<file path="src/rtl/bp_cache_req_arbiter.sv">
// bp_cache_req_arbiter
//   Shares one cache-engine request channel between the I$ and D$ miss
//   interfaces. Grants round-robin, forwards the winner's request (0-cycle,
//   ungated by a register), then holds ownership through the metadata phase
//   and until the engine reports the transaction complete.
//
// Ports
//   clk_i, reset_i           clock, synchronous active-high reset
//   icache_req_*/dcache_req_* per-cache request, metadata, yumi and last
//   req_o, req_v_o, req_yumi_i                 request channel to the engine
//   req_metadata_o, req_metadata_v_o           metadata channel to the engine
//   req_last_i               engine: owner's transaction is complete
//   req_credits_full_i       engine cannot accept a new request
//   owner_o                  registered owner, 0 = I$, 1 = D$
module bp_cache_req_arbiter #(
  parameter int req_width_p      = 64,
  parameter int metadata_width_p = 8
) (
  input  logic                        clk_i,
  input  logic                        reset_i,

  input  logic [req_width_p-1:0]      icache_req_i,
  input  logic                        icache_req_v_i,
  output logic                        icache_req_yumi_o,
  input  logic [metadata_width_p-1:0] icache_req_metadata_i,
  input  logic                        icache_req_metadata_v_i,
  output logic                        icache_req_last_o,

  input  logic [req_width_p-1:0]      dcache_req_i,
  input  logic                        dcache_req_v_i,
  output logic                        dcache_req_yumi_o,
  input  logic [metadata_width_p-1:0] dcache_req_metadata_i,
  input  logic                        dcache_req_metadata_v_i,
  output logic                        dcache_req_last_o,

  output logic [req_width_p-1:0]      req_o,
  output logic                        req_v_o,
  input  logic                        req_yumi_i,
  output logic [metadata_width_p-1:0] req_metadata_o,
  output logic                        req_metadata_v_o,
  input  logic                        req_last_i,
  input  logic                        req_credits_full_i,

  output logic                        owner_o
);

  localparam logic [1:0] IDLE = 2'd0;
  localparam logic [1:0] META = 2'd1;
  localparam logic [1:0] BUSY = 2'd2;

  logic [1:0] state_r, state_n;
  logic       rr_r;
  logic       owner_r;
  logic       winner;
  logic       grant;
  logic       in_meta;
  logic       owner_md_v;
  logic       done;

  always_comb begin
    // Round-robin only breaks ties; a lone requester always wins.
    winner     = (icache_req_v_i & dcache_req_v_i) ? rr_r : dcache_req_v_i;
    owner_md_v = owner_r ? dcache_req_metadata_v_i : icache_req_metadata_v_i;
    in_meta    = (state_r == META);

    req_v_o = (state_r == IDLE) & (icache_req_v_i | dcache_req_v_i)
            & ~req_credits_full_i;
    // Mask the request bus so a losing cache's payload never leaks out.
    req_o   = req_v_o ? (winner ? dcache_req_i : icache_req_i) : '0;

    grant             = req_v_o & req_yumi_i;
    icache_req_yumi_o = grant & ~winner;
    dcache_req_yumi_o = grant &  winner;

    req_metadata_v_o = in_meta & owner_md_v;
    req_metadata_o   = in_meta ? (owner_r ? dcache_req_metadata_i
                                          : icache_req_metadata_i) : '0;

    // Completion counts in BUSY, or in META when it coincides with metadata.
    done              = req_last_i & ((state_r == BUSY) | (in_meta & owner_md_v));
    icache_req_last_o = done & ~owner_r;
    dcache_req_last_o = done &  owner_r;

    state_n = state_r;
    case (state_r)
      IDLE:    if (grant) state_n = META;
      META:    if (owner_md_v) state_n = req_last_i ? IDLE : BUSY;
      BUSY:    if (req_last_i) state_n = IDLE;
      default: state_n = IDLE;
    endcase
  end

  always_ff @(posedge clk_i) begin
    if (reset_i) begin
      state_r <= IDLE;
      rr_r    <= 1'b0;
      owner_r <= 1'b0;
    end else begin
      state_r <= state_n;
      if (grant) begin
        owner_r <= winner;
        rr_r    <= ~winner;
      end
    end
  end

  assign owner_o = owner_r;

  a_yumi_needs_valid: assert property (
    @(posedge clk_i) disable iff (reset_i) req_yumi_i |-> req_v_o);

  a_no_last_in_idle: assert property (
    @(posedge clk_i) disable iff (reset_i) (state_r == IDLE) |-> !req_last_i);

endmodule

</file>
<file path="config.mk">
export PLATFORM = sky130hd
export DESIGN_NAME = bp_cache_req_arbiter
export DESIGN_NICKNAME = d
export VERILOG_FILES = /design/src/rtl/bp_cache_req_arbiter.sv
export SDC_FILE = /design/constraint.sdc
export NUM_CORES = 1
export LEC_CHECK = 0
export BUFFER_PORTS_ARGS = -buffer_cell sky130_fd_sc_hd__buf_2
export CORE_AREA = 2 2 91 93
export DETAILED_ROUTE_END_ITERATION = 8
export DIE_AREA = 0 0 93 95
export GPL_ROUTABILITY_DRIVEN = 1
export PLACE_DENSITY = 0.71
export SYNTH_ARGS = -nofsm -noshare
export SYNTH_HDL_FRONTEND = slang
export SYNTH_SLANG_ARGS = --single-unit
</file>
<file path="constraint.sdc">
create_clock -name clk_i -period 3.6 [get_ports clk_i]
set_input_delay 0.54 -clock clk_i [delete_from_list [all_inputs] [get_ports clk_i]]
set_output_delay 0.54 -clock clk_i [all_outputs]
set_load 0.005 [all_outputs]
</file>
Word-level counts from Yosys, hierarchy flattened

Cells that the tools add are included.
W data, S select, Z words.

Bits in registers: 4
Output and inout bits: 79

Equal/unequal tests: 5
Multiplexer cells: 11
Bitwise logic cells: 15
Reduce and logical (&&, ||, !) cells: 2

Operators by type and width:

| cell                 | number |
|---|---|
| $mux W64             | 2 |
| $mux W8              | 2 |
| $and A1 B1 Y1        | 10 |
| $mux W2              | 4 |
| $pmux W2 S3          | 1 |
| $ne A2 B2 Y1 const B | 2 |
| $not A1 Y1           | 3 |
| $reduce_and A3 Y1    | 1 |
| $eq A2 B1 Y1 const B | 1 |
| $eq A2 B2 Y1 const B | 1 |
| $logic_not A2 Y1     | 1 |
| $mux W1              | 2 |
| $ne A2 B1 Y1 const B | 1 |
| $or A1 B1 Y1         | 2 |

Logic depth before layout (Yosys ltp)

Gate-level depths: netlist (run 1).

Word-level depth: 6
Mapped depth: 5

Worst setup path before layout (run 1)

Ideal clock, no wire load.

Path kind: input-to-output
Start point: in icache_req_v_i
End point: out req_o[47]
Data arrival time: 1.250 ns
Data required time: 3.060 ns
Slack: 1.810 ns
Cell stages on the path: 5
Path buffers: 2
Cells stage by stage: and2b_4 > buf_6 > clkbuf_1 > nand3b_1 > a21oi_1

Cells in the longest elaborated chain, start to end: 4
Elaborated cells between the ends (all ways): 7
Those cells by class: 3 x mux; 4 x bitwise

Ends and longest elaborated chain:

| item                                          | line   | RTL |
|---|---|---|
| start, declared                               | 23     | `input logic icache_req_v_i,` |
| $and A1 B1 Y1 or $or A1 B1 Y1 (tied branches) | 62, 66 |  |
| $mux W1 or $and A1 B1 Y1 (tied branches)      | 62, 66 |  |
| $mux W64 or $and A1 B1 Y1 (tied branches)     | 69, 67 |  |
| $mux W64 (*)                                  | 69     | `req_o = req_v_o ? (winner ? dcache_req_i : icache_req_i) : '0;` |
| end, declared                                 | 36     | `output logic [req_width_p-1:0] req_o,` |

Mark *: on every way between the ends. The rest lies on a longest branch, timed or not.

Final worst setup path (run 1)

Start point: in dcache_req_v_i
End point: out req_o[25]

Cells in the longest elaborated chain, start to end: 4
Elaborated cells between the ends (all ways): 7
Those cells by class: 3 x mux; 4 x bitwise

Ends and longest elaborated chain:

| item                                          | line   | RTL |
|---|---|---|
| start, declared                               | 30     | `input logic dcache_req_v_i,` |
| $and A1 B1 Y1 or $or A1 B1 Y1 (tied branches) | 62, 66 |  |
| $mux W1 or $and A1 B1 Y1 (tied branches)      | 62, 66 |  |
| $mux W64 or $and A1 B1 Y1 (tied branches)     | 69, 67 |  |
| $mux W64 (*)                                  | 69     |  |

Marks and branches as above.

==> metrics.cfg, run 1 <==
[outcome]
status = finished clean

[clocking]
root_buffer = clkbuf_8
clock_latency_ps = 210
cts_tree = done
clock-sinks = 4
clk_pin_slew_ps = 30
cts_setup_buffers = 0
cts_buffer_depth = 2
cts.repair.resized = 0
numCtsBuffers = 3
hold_buffers = 0
htreeDepth = 1

[routing]
ant_nets = 0
wl_per_cell_microns = 13.0
drtIter0Drc = 52
drtPass1Iterations = 6
vias = 2866
avgViaCountPerCell = 4.92
drc = 0
routed_wl_microns = 7560

[worst_hold_path]
hp-start = rr_r
worstHoldPathType = flop to flop
holdPathStages = 1
hold_end = rr_r

[yosys]
ys_ff_latch = 4
synth_warnings = 0
netlist.area_leader.share = 0.280
synth_nets = 428
syn_avg_cell_area_sq_um = 6.24
netlist_area_sq_mm = 0.00172
synth-seq-area-share = 0.0466
synth_cell_types = 24
synth_area_leaders = nand3b_1 (28%), a21oi_1 (19%), o21ai_1 (16%), buf_2 (6.1%), mux2i_1 (5.2%)
synthCells = 275
yosysTopAreaCell = nand3b_1

[timing]
slew_viol_final = 0
worst_slack_ps = 879
max_slew_margin = 0.524
clock.fmax_mhz = 368
setup_viol = 0
finalHoldViolCount = 0
worstMarginPinSlew_ps = 714
setup_tns_ps = 0
rsz0062_at_grt = false
period_share = 0.756
finalCriticalPeriod_ps = 2720
fin_skew_ps = 2.36
whs_ps = 487

[grt]
grt_pass1_wl_microns = 10900
gr-usage-all-layers = 0.147
grt_pass1_vias = 2428
antenna_found_initial = 0
overflow = 0
grt_max_degree = 66

[floorplan]
die_w_microns = 93
rows = 33
start_util = 0.217
fp.dieH_microns = 95
coreArea_sq_mm = 0.00793
dieArea_sq_mm = 0.00884
io_pins = 232

[placed_design]
io_buffers = 231
pre_cts_slack_ps = 884
place_congestion = 0.723
hpwl_microns = 5780

[pwr]
pwr-share-seq = 0.109
swShare = 0.399
power.leakage_nw = 1.44
power_mw = 0.463
combPwrFrac = 0.691
irDropWorstVdd_v = 0.000231
p_switching_mw = 0.185
powerDensity_mw_per_mm2 = 161
intPower_mw = 0.278
clockPowerShare = 0.201

[finish]
diodes = 0
nFillCells = 891
final_layout_size_suffix_gt1_frac = 0.510
finish.utilization = 0.363
syn_to_final_growth_pct = 67.6
layout.nets = 633

[job]
maxCapViolations = 0

[setup_path]
critical_path_required_ps = 3060
rr_endpoint = owner_o
cp.arrival_ps = 2180
critPathLaunchType = primary input
criticalPathCategory = primary input to output port
r2r_cells = 4
cp_max_fo = 38
reg2reg_from = rr_r
rrSetupSlack_ps = 2030
worstSetupEndpointType = output port

-- Yosys cell counts (all sizes together) --
cell type / number
a21oi: 66
o21ai: 66
nand3b: 64
buf: 33
nor2: 12
mux2i: 9
clkbuf: 4
dfxtp: 4
inv: 3
nand2b: 3
nor3: 2
a311oi: 1
a32o: 1
and2: 1
and2b: 1
nand2: 1
nor2b: 1
nor3b: 1
nor4b: 1
o21a: 1
-- worst max-delay path by stage --
| stage | start | end | cells past startpoint |
|---|---|---|---|
| 2_1_floorplan | icache_req_v_i | req_o[47] | 5 |
| 6_report | dcache_req_v_i | req_o[25] | 6 |
| 4_1_cts | dcache_req_v_i | req_o[2] | 6 |
| 5_1_grt | dcache_req_v_i | req_o[24] | 6 |
| 3_3_place_gp | dcache_req_v_i | req_o[27] | 6 |
| 3_5_place_dp | dcache_req_v_i | req_o[2] | 6 |
-- through the flow --
step	cell area, sq um	std cells
after CTS	2880	583
final	2880	583
after global placement	2840	580
after global routing	2880	583
after floorplan	1720	275
after detailed placement	2840	580
-- cell families after synthesis --
logic type      share of synthesized area
compound gates                      0.400
simple gates                        0.356
buf+inv                             0.144
mux                                0.0525
flops                              0.0466
-- area by class of cell --
class	count	area, sq um	area share
multi-input cells	231	1400	0.487
repair buffers	237	1210	0.422
well taps	105	131	0.0457
flip-flops and latches	4	80.1	0.0278
clock buffers	3	41.3	0.0143
inverters	3	11.3	0.00391
-- cell usage in the layout, fill, tap and decap left out, types with 2 or more instances in the layout --
cell | Yosys | layout
nand3b_1 | 64 | 64
o21ai_0 | 10 | 10
buf_4 | 5 | 5
nor2_1 | 12 | 12
buf_2 | 21 | 231
a21oi_1 | 66 | 66
clkbuf_8 | 0 | 3
o21ai_1 | 56 | 55
nor3_1 | 2 | 2
inv_1 | 2 | 2
nand2b_1 | 3 | 3
dfxtp_1 | 4 | 4
mux2i_1 | 9 | 9
-- state kept, by name (all words and copies together) (netlist names) --
register,cells
owner_o,1
state_r,2
rr_r,1
-- power by group through the flow --
stage / Clock [mW] / Combinational, mW / Sequential (mW)
CTS: 0.0952 / 0.322 / 0.0502
global route: 0.0967 / 0.356 / 0.0505
finish: 0.0928 / 0.320 / 0.0502
floorplan: 0 / 0.179 / 0.0487
global placement: 0 / 0.314 / 0.0505
detailed placement: 0 / 0.319 / 0.0507
-- routing by layer --
layer / wire length, microns / GRT usage / share of wire
met3: 676 / 0.0208 / 0.089
met4: 48 / 0.0257 / 0.0064
met5: 0 / 0 / 0
met1: 2920 / 0.166 / 0.39
met2: 3910 / 0.292 / 0.52
-- worst max-delay path, cell delays in order --
cell and delay, ps:
buf_2 550, inv_2 340, buf_4 320, o21ai_1 170, a21oi_1 80, buf_2 160
No activity file was read; power rests on OpenSTA's default activity.
==> run 2: changes to the inputs <==
Settings changed: ABC_AREA set to 1.
Clock period 3.6 ns to 2.3 ns, I/O delays scaled along.
==> run 2 against run 1 <==
  * Worst hold slack worse by 170 ps
  * Sequential power is 59% higher
  * Die area stayed put
  * Critical endpoint is now icache_req_last_o
  * Cell count is 4.3% higher
  * Critical path type is now flop to output port
==> metrics.cfg, run 2 <==
[pwr]
irDropWorstVdd_v = 0.000296  ; was 0.000231 V
powerDensity_mw_per_mm2 = 264  ; was 161 mW/mm^2
power.leakage_nw = 1.62  ; was 1.44 nW

[yosys]
synthCells = 286  ; was 275
synth_compound_area_frac = 0.376  ; was 0.400
ys_ff_latch = 4  ; unchanged
synth_top_family_by_area = simple AND/OR/NAND/NOR gates  ; was compound AO/OA/AOI/OAI gates
async_reset_ff_frac = 0  ; unchanged
synth-main-ff-cell = dfxtp_1  ; unchanged
netlist_area_sq_mm = 0.00154  ; was 0.00172 sq mm
synth-seq-area-share = 0.0522  ; was 0.0466
yosysMostFrequentCell = nand2_1  ; was a21oi_1
synth_nets = 439  ; was 428
synthSimpleGateAreaFrac = 0.425  ; was 0.356
yosys.area_share.adder = 0  ; unchanged
muxShareOfSynthArea = 0  ; was 0.0525
yosys-top-cells-count = nand2_1 (149), a21oi_2 (49), a21oi_1 (26)  ; was a21oi_1 (66), nand3b_1 (64), o21ai_1 (56)
synth_warnings = 0  ; unchanged
synth_xor_area_frac = 0  ; unchanged
yosysTopAreaCell = nand2_1  ; was nand3b_1
synth_edf_count = 0  ; unchanged
synth_area_leaders = nand2_1 (36%), a21oi_2 (28%), a21oi_1 (8.5%), buf_6 (5.9%), dfxtp_1 (5.2%)  ; was nand3b_1 (28%), a21oi_1 (19%), o21ai_1 (16%), buf_2 (6.1%), mux2i_1 (5.2%)
netlist.area_leader.share = 0.364  ; was 0.280
syn_avg_cell_area_sq_um = 5.37  ; was 6.24 sq um
synth_cell_types = 20  ; was 24

[setup_path]
critPathLaunchType = flop  ; was primary input
path_common_cell = nand2_1  ; was buf_2
worstSetupEndpointType = output port  ; unchanged
slowest_delay_ps = 570  ; was 550 ps
crit_chain = inv_2, nand2_1, nand2_1, nor2_2, o21ai_1, nor2_1, buf_2  ; was buf_2, inv_2, buf_4, o21ai_1, a21oi_1, buf_2
cp.arrival_ps = 1580  ; was 2180 ps
critical_path_required_ps = 1960  ; was 3060 ps
cpMaxStageDelayCell = dfxtp_1  ; was buf_2
cp_max_fo = 13  ; was 38
critical_path.top_delay_family = flip-flops  ; was buffers and inverters
criticalPathCategory = flop to output port  ; was primary input to output port
cp_num_buf_inv = 2  ; was 4

[clocking]
clock-sinks = 4  ; unchanged
hold_buffers = 0  ; unchanged
cts_tree = done  ; unchanged
htreeDepth = 1  ; unchanged
numCtsBuffers = 3  ; unchanged
clk_pin_slew_ps = 30  ; about the same
root_buffer = clkbuf_8  ; unchanged
clock_latency_ps = 230  ; was 210 ps
cts_buffer_depth = 2  ; unchanged
cts.repair.resized = 0  ; unchanged
cts_setup_buffers = 0  ; unchanged

[grt]
grt_pass1_wl_microns = 9760  ; was 10900 microns
busiest_layer = met2  ; unchanged
gr-usage-all-layers = 0.133  ; was 0.147
overflow = 0  ; unchanged
grt_pass1_vias = 2275  ; was 2428
use_met2 = 0.244  ; was 0.292
antenna_found_initial = 0  ; unchanged
grtUsageMet3 = 0.0215  ; was 0.0208
grt_max_degree = 57  ; was 66
grt_use_met1 = 0.160  ; was 0.166

[placed_design]
dpl_cell_area_sq_mm = 0.00272  ; was 0.00284 sq mm
place_congestion = 0.754  ; was 0.723
hpwl_microns = 5400  ; was 5780 microns
io_buffers = 231  ; unchanged
dp.cells = 605  ; was 580

[finish]
layout_common_cells = buf_2 (231), nand2_1 (149), a21oi_2 (49), a21oi_1 (26), inv_1 (9)  ; was buf_2 (231), a21oi_1 (66), nand3b_1 (64), o21ai_1 (55), nor2_1 (12)
largest_reg_flops = 2  ; unchanged
postLayoutCellArea_sq_mm = 0.00277  ; was 0.00288 sq mm
final_common_cell = buf_2  ; unchanged
largest-register = state_r  ; unchanged
final_cells = 608  ; was 583
syn_to_final_growth_pct = 80.1  ; was 67.6%
diodes = 0  ; unchanged
final_layout_size_suffix_gt1_frac = 0.592  ; was 0.510
layout.nets = 658  ; was 633

[routing]
vias = 2615  ; was 2866
wl_per_cell_microns = 11.1  ; was 13.0 microns
ant_nets = 0  ; unchanged
drtIter0Drc = 47  ; was 52
drc = 0  ; unchanged
routed_wl_microns = 6720  ; was 7560 microns
avgViaCountPerCell = 4.30  ; was 4.92
drtPass1Iterations = 4  ; was 6

[timing]
clock.fmax_mhz = 521
period_share = 0.835
finalHoldViolCount = 0  ; unchanged
finalCriticalPeriod_ps = 1920
slew_viol_final = 0  ; unchanged
fin_skew_ps = 2.32  ; was 2.36 ps
setup_tns_ps = 0  ; unchanged
rsz0062_at_grt = false  ; unchanged
setup_viol = 0  ; unchanged
max_slew_margin = 0.711  ; was 0.524
worstMarginPinSlew_ps = 433  ; was 714 ps

[floorplan]
dieArea_sq_mm = 0.00884  ; unchanged
die_w_microns = 93  ; unchanged
rows = 33  ; unchanged
fp.dieH_microns = 95  ; unchanged
start_util = 0.194  ; was 0.217
io_pins = 232  ; unchanged
coreArea_sq_mm = 0.00793  ; unchanged

[worst_hold_path]
worstHoldPathType = primary input to flop  ; was flop to flop

[outcome]
status = finished clean  ; unchanged

[job]
maxCapViolations = 0  ; unchanged

-- run 2: per-stage QoR --
step	power (mW)	utilization	setup WS, ps	hold slack [ps]
finish	0.731	0.349	380	318
global route	0.798	0.349	168	328
CTS	0.738	0.349	374	313
detailed placement	0.576	0.344	541	487
global placement	0.565	0.344	557	484
floorplan	0.349	-	933	414
-- run 2: path summary, 6_finish.rpt --
kind                start           endpoint  slack, ps  cells after the start
hold / removal    reset_i         state_r[1]        320                      2
setup reg to reg  owner_o         state_r[1]        960                      6
setup / recovery  owner_o  icache_req_last_o        380                      7
hold reg to reg      rr_r               rr_r        500                      2
-- run 2: final cells by class --
| type | instances | area (sq um) |
|---|---|---|
| Clock buffer | 3 | 41.3 |
| Fill cell | 862 | 5160 |
| Inverter | 14 | 52.6 |
| Multi-Input combinational cell | 246 | 1240 |
| Sequential cell | 4 | 80.1 |
| Tap cell | 105 | 131 |
| Timing Repair Buffer | 236 | 1220 |
-- run 2: metal layers --
layer	wire [microns]	up-vias
li1	-	1342
met1	2820	1139
met2	3230	127
met3	594	7
met4	76	0
met5	0	-
-- run 2: logic make-up (layout without fill, tap and decap cells) --
kind of cell	after synthesis	after routing
compound gates	78	78
buf+inv	36	253
simple gates	168	168
flops	4	4
-- run 2: power breakdown --
| part | internal (mW) | total [mW] | switching, mW | leakage (nW) |
|---|---|---|---|---|
| Sequential | 0.0734 | 0.0796 | 0.00614 | 0.0327 |
| Clock | 0.112 | 0.158 | 0.0457 | 0.0216 |
| Combinational | 0.233 | 0.493 | 0.260 | 1.57 |
